==> config.mk <==
export PLATFORM = sky130hd
export DESIGN_NAME = wrr_burst_arbiter
export DESIGN_NICKNAME = d
export VERILOG_FILES = /design/src/rtl/arb_pkg.sv /design/src/rtl/rr_priority_pick.sv /design/src/rtl/wrr_burst_arbiter.sv
export SDC_FILE = /design/constraint.sdc
export NUM_CORES = 1
export LEC_CHECK = 0
export ABC_AREA = 1
export ABC_CLOCK_PERIOD_IN_PS = 4900
export CAP_MARGIN = 25
export CORE_MARGIN = 2
export CORE_UTILIZATION = 45
export CTS_CLUSTER_SIZE = 20
export DETAILED_ROUTE_END_ITERATION = 12
export GPL_TIMING_DRIVEN = 0
export PLACE_DENSITY = 0.78
export SETUP_SLACK_MARGIN = 0.1
export SLEW_MARGIN = 5
export SYNTH_ARGS = -nofsm -noshare
export SYNTH_HDL_FRONTEND = slang
export SYNTH_SLANG_ARGS = --single-unit
==> constraint.sdc <==
create_clock -name clk -period 4.9 [get_ports clk]
set_clock_uncertainty 0.1 [all_clocks]
set_input_delay 0.49 -clock clk [delete_from_list [all_inputs] [get_ports clk]]
set_output_delay 0.49 -clock clk [all_outputs]
set_load 0.01 [all_outputs]
==> src/rtl/arb_pkg.sv <==
// Shared types and helpers for the weighted round-robin burst arbiter.
package arb_pkg;

  localparam int unsigned ARB_DEF_N   = 16;
  localparam int unsigned ARB_DEF_W   = 4;
  localparam int unsigned ARB_MAX_IDW = 8;
  localparam int unsigned ARB_MAX_N   = 256;

  typedef enum logic {
    IDLE  = 1'b0,
    GRANT = 1'b1
  } arb_state_e;

  // Wide one-hot; callers size-cast the result down to their own N.
  function automatic logic [ARB_MAX_N-1:0] onehot_of(input logic [ARB_MAX_IDW-1:0] idx);
    return {{(ARB_MAX_N-1){1'b0}}, 1'b1} << idx;
  endfunction

endpackage

==> src/rtl/rr_priority_pick.sv <==
// Rotating-priority finder: first set request at or above i_ptr, wrapping to 0.
module rr_priority_pick
  import arb_pkg::*;
#(
  parameter  int N   = ARB_DEF_N,
  localparam int IDW = $clog2(N)
) (
  input  logic [N-1:0]   i_req,
  input  logic [IDW-1:0] i_ptr,
  output logic           o_found,
  output logic [IDW-1:0] o_winner
);

  logic [N-1:0]   w_mask;
  logic [2*N-1:0] w_dbl;

  always_comb begin
    w_mask = '0;
    for (int i = 0; i < N; i++) begin
      w_mask[i] = (i >= int'(i_ptr));
    end
  end

  // Lower half holds requests at or above ptr; the upper half is the wrapped copy.
  assign w_dbl = {i_req, i_req & w_mask};

  always_comb begin
    logic           v_hit;
    logic [IDW-1:0] v_idx;
    v_hit = 1'b0;
    v_idx = '0;
    for (int i = 0; i < 2*N; i++) begin
      if (!v_hit && w_dbl[i]) begin
        v_hit = 1'b1;
        v_idx = (i >= N) ? IDW'(i - N) : IDW'(i);
      end
    end
    o_found  = v_hit;
    o_winner = v_idx;
  end

endmodule

==> src/rtl/wrr_burst_arbiter.sv <==
// Weighted round-robin arbiter that holds a registered grant for a burst of
// up to weight beats, releasing early if the owner withdraws.
module wrr_burst_arbiter
  import arb_pkg::*;
#(
  parameter int N = ARB_DEF_N,
  parameter int W = ARB_DEF_W
) (
  input  logic                 clk,
  input  logic                 reset,
  input  logic [N-1:0]         req_i,
  input  logic [N*W-1:0]       weight_i,
  output logic [N-1:0]         gnt_o,
  output logic                 gnt_vld_o,
  output logic [$clog2(N)-1:0] gnt_id_o,
  output logic                 last_o
);

  // state | meaning
  // IDLE  | no owner, arbitrate every cycle
  // GRANT | r_gnt_id owns the resource, r_credit beats remain

  localparam int IDW = $clog2(N);

  arb_state_e     r_state;
  arb_state_e     w_state_nxt;
  logic [IDW-1:0] r_ptr;
  logic [W-1:0]   r_credit;
  logic [N-1:0]   r_gnt;
  logic [IDW-1:0] r_gnt_id;

  logic           w_found;
  logic [IDW-1:0] w_winner;
  logic [W-1:0]   w_weight [N];
  logic [W-1:0]   w_load_credit;
  logic [IDW-1:0] w_ptr_nxt;
  logic           w_owner_req;
  logic           w_release;
  logic           w_arb;

  for (genvar g = 0; g < N; g++) begin : g_weight
    assign w_weight[g] = weight_i[g*W +: W];
  end

  rr_priority_pick #(.N(N)) u_pick (
    .i_req    (req_i),
    .i_ptr    (r_ptr),
    .o_found  (w_found),
    .o_winner (w_winner)
  );

  assign w_load_credit = (w_weight[w_winner] == '0) ? W'(1) : w_weight[w_winner];
  assign w_ptr_nxt     = (w_winner == IDW'(N - 1)) ? '0 : w_winner + 1'b1;

  always_ff @(posedge clk or posedge reset) begin
    if (reset) begin
      r_state <= IDLE;
    end else begin
      r_state <= w_state_nxt;
    end
  end

  always_comb begin
    w_owner_req = req_i[r_gnt_id];
    w_release   = (r_state == GRANT) && (!w_owner_req || (r_credit == W'(1)));
    w_arb       = (r_state == IDLE) || w_release;
    w_state_nxt = r_state;
    if (w_arb) begin
      w_state_nxt = w_found ? GRANT : IDLE;
    end
  end

  // Weight is sampled only at grant; mid-burst weight changes have no effect.
  always_ff @(posedge clk or posedge reset) begin
    if (reset) begin
      r_ptr    <= '0;
      r_credit <= '0;
      r_gnt    <= '0;
      r_gnt_id <= '0;
    end else if (w_arb) begin
      if (w_found) begin
        r_gnt    <= N'(onehot_of(ARB_MAX_IDW'(w_winner)));
        r_gnt_id <= w_winner;
        r_credit <= w_load_credit;
        r_ptr    <= w_ptr_nxt;
      end else begin
        r_gnt    <= '0;
        r_gnt_id <= '0;
        r_credit <= '0;
      end
    end else if (r_state == GRANT) begin
      r_credit <= r_credit - 1'b1;
    end
  end

  always_comb begin
    gnt_o     = r_gnt;
    gnt_vld_o = (r_state == GRANT);
    gnt_id_o  = r_gnt_id;
    last_o    = (r_state == GRANT) && (r_credit == W'(1)) && w_owner_req;
  end

endmodule

==> out/metrics.yaml <==
final.fill_count: 538
fin_crit_ns: 4.23
crit_top_cell: "nand4_2"
cts_htree_levels: 2
cts_buffers: 5
avgSynthCellArea_um2: 6.50
reg2reg_slack_ns: 0.83
post-cts-setup-buffer-count: 0
final_nets: 632
fp-row-count: 28
cp_max_fo: 11
min_path_type: "register to register"
drt_iter0_markers: 250
ys_async_sr_fraction_pct: 100
initial_core_util_pct: 47.0
powerDensity_nw_per_um2: 559
routabilityCongestion: 0.903
critical-path-top-delay-family: "simple AND/OR/NAND/NOR gates"
yosysWarnings: 0
multi_input_area_um2: 1720
power_frac_seq_pct: 16.8
cp_data_required_time_ns: 4.96
die_y_um: 82.9
crit_buf_inv: 2
clock_latency_ns: 0.28
netSwitchingPower_w: 0.00119
p_leak_nw: 1.89
setup_tns_ns: 0
max-cap-violations: 0
cts_resized: 0
grtUsageTotal_pct: 24.6
cts_tree: "built"
synthSimpleGateAreaFrac_pct: 44.0
clockPowerShare_pct: 8.8
cts.clk_slew.worst_paths_ns: 0.06
antenna_found_initial: 0
die_w_um: 82.9
drc: 0
area_delta_synth_final_pct: 44.2
fin_cells: 617
synth_seq_cells: 29
grt_pass1_vias: 3147
finalWorstSetupSlack_ns: 0.669
dr_total_vias: 3288
synthXorXnorAreaFrac_pct: 0.938
clock_path_buffers: 2
cp-end-kind: "register"
hpwl_mm: 6.72
routed_via_density: 5.33
final_area_um2: 4040
wl_mm: 8.34
layout-drive-gt1-share_pct: 8.67
finalCoreUtilization_pct: 67.8
synthAdderAreaFrac_pct: 3.57
synth_mux_area_share_pct: 0
setup_violations: 0
overflow: 0
pwr-share-comb_pct: 74.4
hold_violations: 0
critical_path.max_stage_delay_ns: 0.51
path_class: "input port to register"
peakVddDrop_uv: 332
synth_top_family_by_area: "simple AND/OR/NAND/NOR gates"
crit_arrival_ns: 4.29
drt-pass1-iter-count: 6
grt_max_degree: 17
ios: 104
fmax_ghz: 0.236
internal_power_w: 0.00107
grt_pass1_wl_mm: 14.3
n_antenna_cell: 0
worstPathCellList: "clkdlybuf4s50_1 > nand2_1 > nand2_1 > nor2_2 > nand4_2 > nor2_4 > nand4_2 > nor2_4 > nand4_2 > nor2_2 > nand4_1 > nor2_2 > nand4_2 > nor2_4 > nand4_2 > nor2_4 > nand3_2 > nand2_4 > buf_2 > ha_1 > ha_1 > nand2_1 > o21ai_0"
wire_per_inst_um: 13.5
ys_seq_area_share_pct: 25.9
relSlewSlack_pct: 59.0
synth_compound_area_share_pct: 12.7
synthFlopType: "dfrtp_1"
worst_setup_path_start_kind: "input port"
seqCellArea_um2: 726
synth_edf_count: 0
switching_share_pct: 52.6
ant_nets: 0
cp_slowest_cell: "clkdlybuf4s50_1"
post-place-ws_ns: 0.455
clockRootBuffer: "clkbuf_8"
cts_hold_buf: 0
portBuffers: 103
worst_slew_pin_slew_ns: 0.613
die_area_um2: 6870
syn_nets: 521
place_area_um2: 3950
clock-sinks: 29
ys_types: 34
fin_crit_sh_pct: 86.3
core_region_area_um2: 5960
rsz0062_at_grt: "false"
synth_area_um2: 2800
place_inst: 610
status: "completed"
postSynthCellCount: 431
drv_slew: 0
==> cells in the final DEF (no fill, tap or decap), types with 2 or more instances in the layout <==
master | synthesis | routed
dfrtp_1 | 29 | 29
nand4_2 | 5 | 5
inv_1 | 59 | 59
o2111ai_1 | 2 | 2
buf_6 | 5 | 5
nor2_1 | 16 | 16
nand3b_1 | 5 | 5
buf_2 | 4 | 4
clkbuf_1 | 3 | 4
nand4_1 | 7 | 7
o21ai_0 | 37 | 37
o22ai_1 | 3 | 3
buf_4 | 3 | 3
a211oi_1 | 3 | 3
inv_2 | 2 | 2
clkdlybuf4s50_1 | 0 | 103
nand3_1 | 83 | 83
nor2_2 | 4 | 4
nand2_2 | 3 | 3
a21oi_1 | 12 | 12
clkbuf_8 | 0 | 6
ha_1 | 8 | 8
nor3_1 | 5 | 5
o41ai_1 | 2 | 2
nor2_4 | 4 | 4
nand2_1 | 109 | 109
xor2_1 | 2 | 2
nand3_2 | 8 | 8
==> path summary, 6_finish.rpt <==
kind / from / endpoint / depth (start not counted)
hold reg to reg: gnt_o[5]$_DFFE_PP0N_ / gnt_o[5]$_DFFE_PP0N_ / 2
hold / removal: gnt_o[5]$_DFFE_PP0N_ / gnt_o[5]$_DFFE_PP0N_ / 2
setup / recovery: req_i[3] / r_ptr[2]$_DFFE_PP0P_ / 23
max in group asynchronous: reset / gnt_o[6]$_DFFE_PP0N_ / 3
setup reg to reg: r_ptr[3]$_DFFE_PP0P_ / r_ptr[2]$_DFFE_PP0P_ / 23
min in group asynchronous: reset / r_ptr[2]$_DFFE_PP0P_ / 2
==> cell families after synthesis <==
kind of cell / Yosys count
and+or+nand+nor: 250
buffers and inverters: 77
AOI/OAI and AO/OA: 64
DFF: 29
adders and majority gates: 8
xor gates and xnor gates: 3
==> final cells by class <==
class	count	share of cell area (%)
timing repair buffer	104	26.2
multi-input combinational	325	42.5
tap	75	2.32
clock buffer	7	2.14
buffer	16	3.22
sequential	29	18.0
inverter	61	5.67
==> metal layers <==
| metal | up-vias | global-route usage, % | wire length (um) |
|---|---|---|---|
| met5 | - | 0 | 0 |
| met4 | 0 | 6.86 | 125 |
| met3 | 14 | 4.27 | 554 |
| met2 | 156 | 40.5 | 3800 |
| met1 | 1455 | 33.3 | 3860 |
| li1 | 1663 | - | - |
==> metrics by stage <==
step / hold slack (ns) / power (W)
floorplan: 0.371 / 0.00155
global placement: 0.366 / 0.00201
detailed placement: 0.375 / 0.00203
CTS: 0.389 / 0.00224
global route: 0.410 / 0.00249
finish: 0.380 / 0.00226
==> power groups by stage <==
stage | clock network (W) | logic [W] | registers (W)
final | 0.000198 | 0.00168 | 0.000380
after floorplan | 0 | 0.00117 | 0.000386
after detailed placement | 0 | 0.00165 | 0.000380
after global routing | 0.000209 | 0.00190 | 0.000389
after CTS | 0.000199 | 0.00166 | 0.000377
after global placement | 0 | 0.00163 | 0.000379
==> registers in the layout, summed over array words and instances, names as in the netlist <==
name,count
gnt_id_o,4
gnt_o,16
gnt_vld_o,1
r_credit,4
r_ptr,4
==> Yosys cell counts, types with 3 or more instances <==
cell type  instances  area, um^2
nand2_1          109         409
nand3_1           83         415
inv_1             59         221
o21ai_0           37         185
dfrtp_1           29         726
nor2_1            16        60.1
a21oi_1           12        60.1
ha_1               8         100
nand3_2            8        80.1
nand4_1            7        43.8
buf_6              5        56.3
nand3b_1           5        37.5
nand4_2            5        62.6
nor3_1             5        25.0
buf_2              4        20.0
nor2_2             4        25.0
nor2_4             4        45.0
a211oi_1           3        22.5
buf_4              3        22.5
clkbuf_1           3        11.3
nand2_2            3        18.8
o22ai_1            3        18.8
==> worst min-delay path, cell delays in order, from the launching register on <==
cell and delay, ns:
dfrtp_1 0.34, nand2_1 0.05, o21ai_0 0.06
Note: power is estimated with default switching activity, not from simulation.
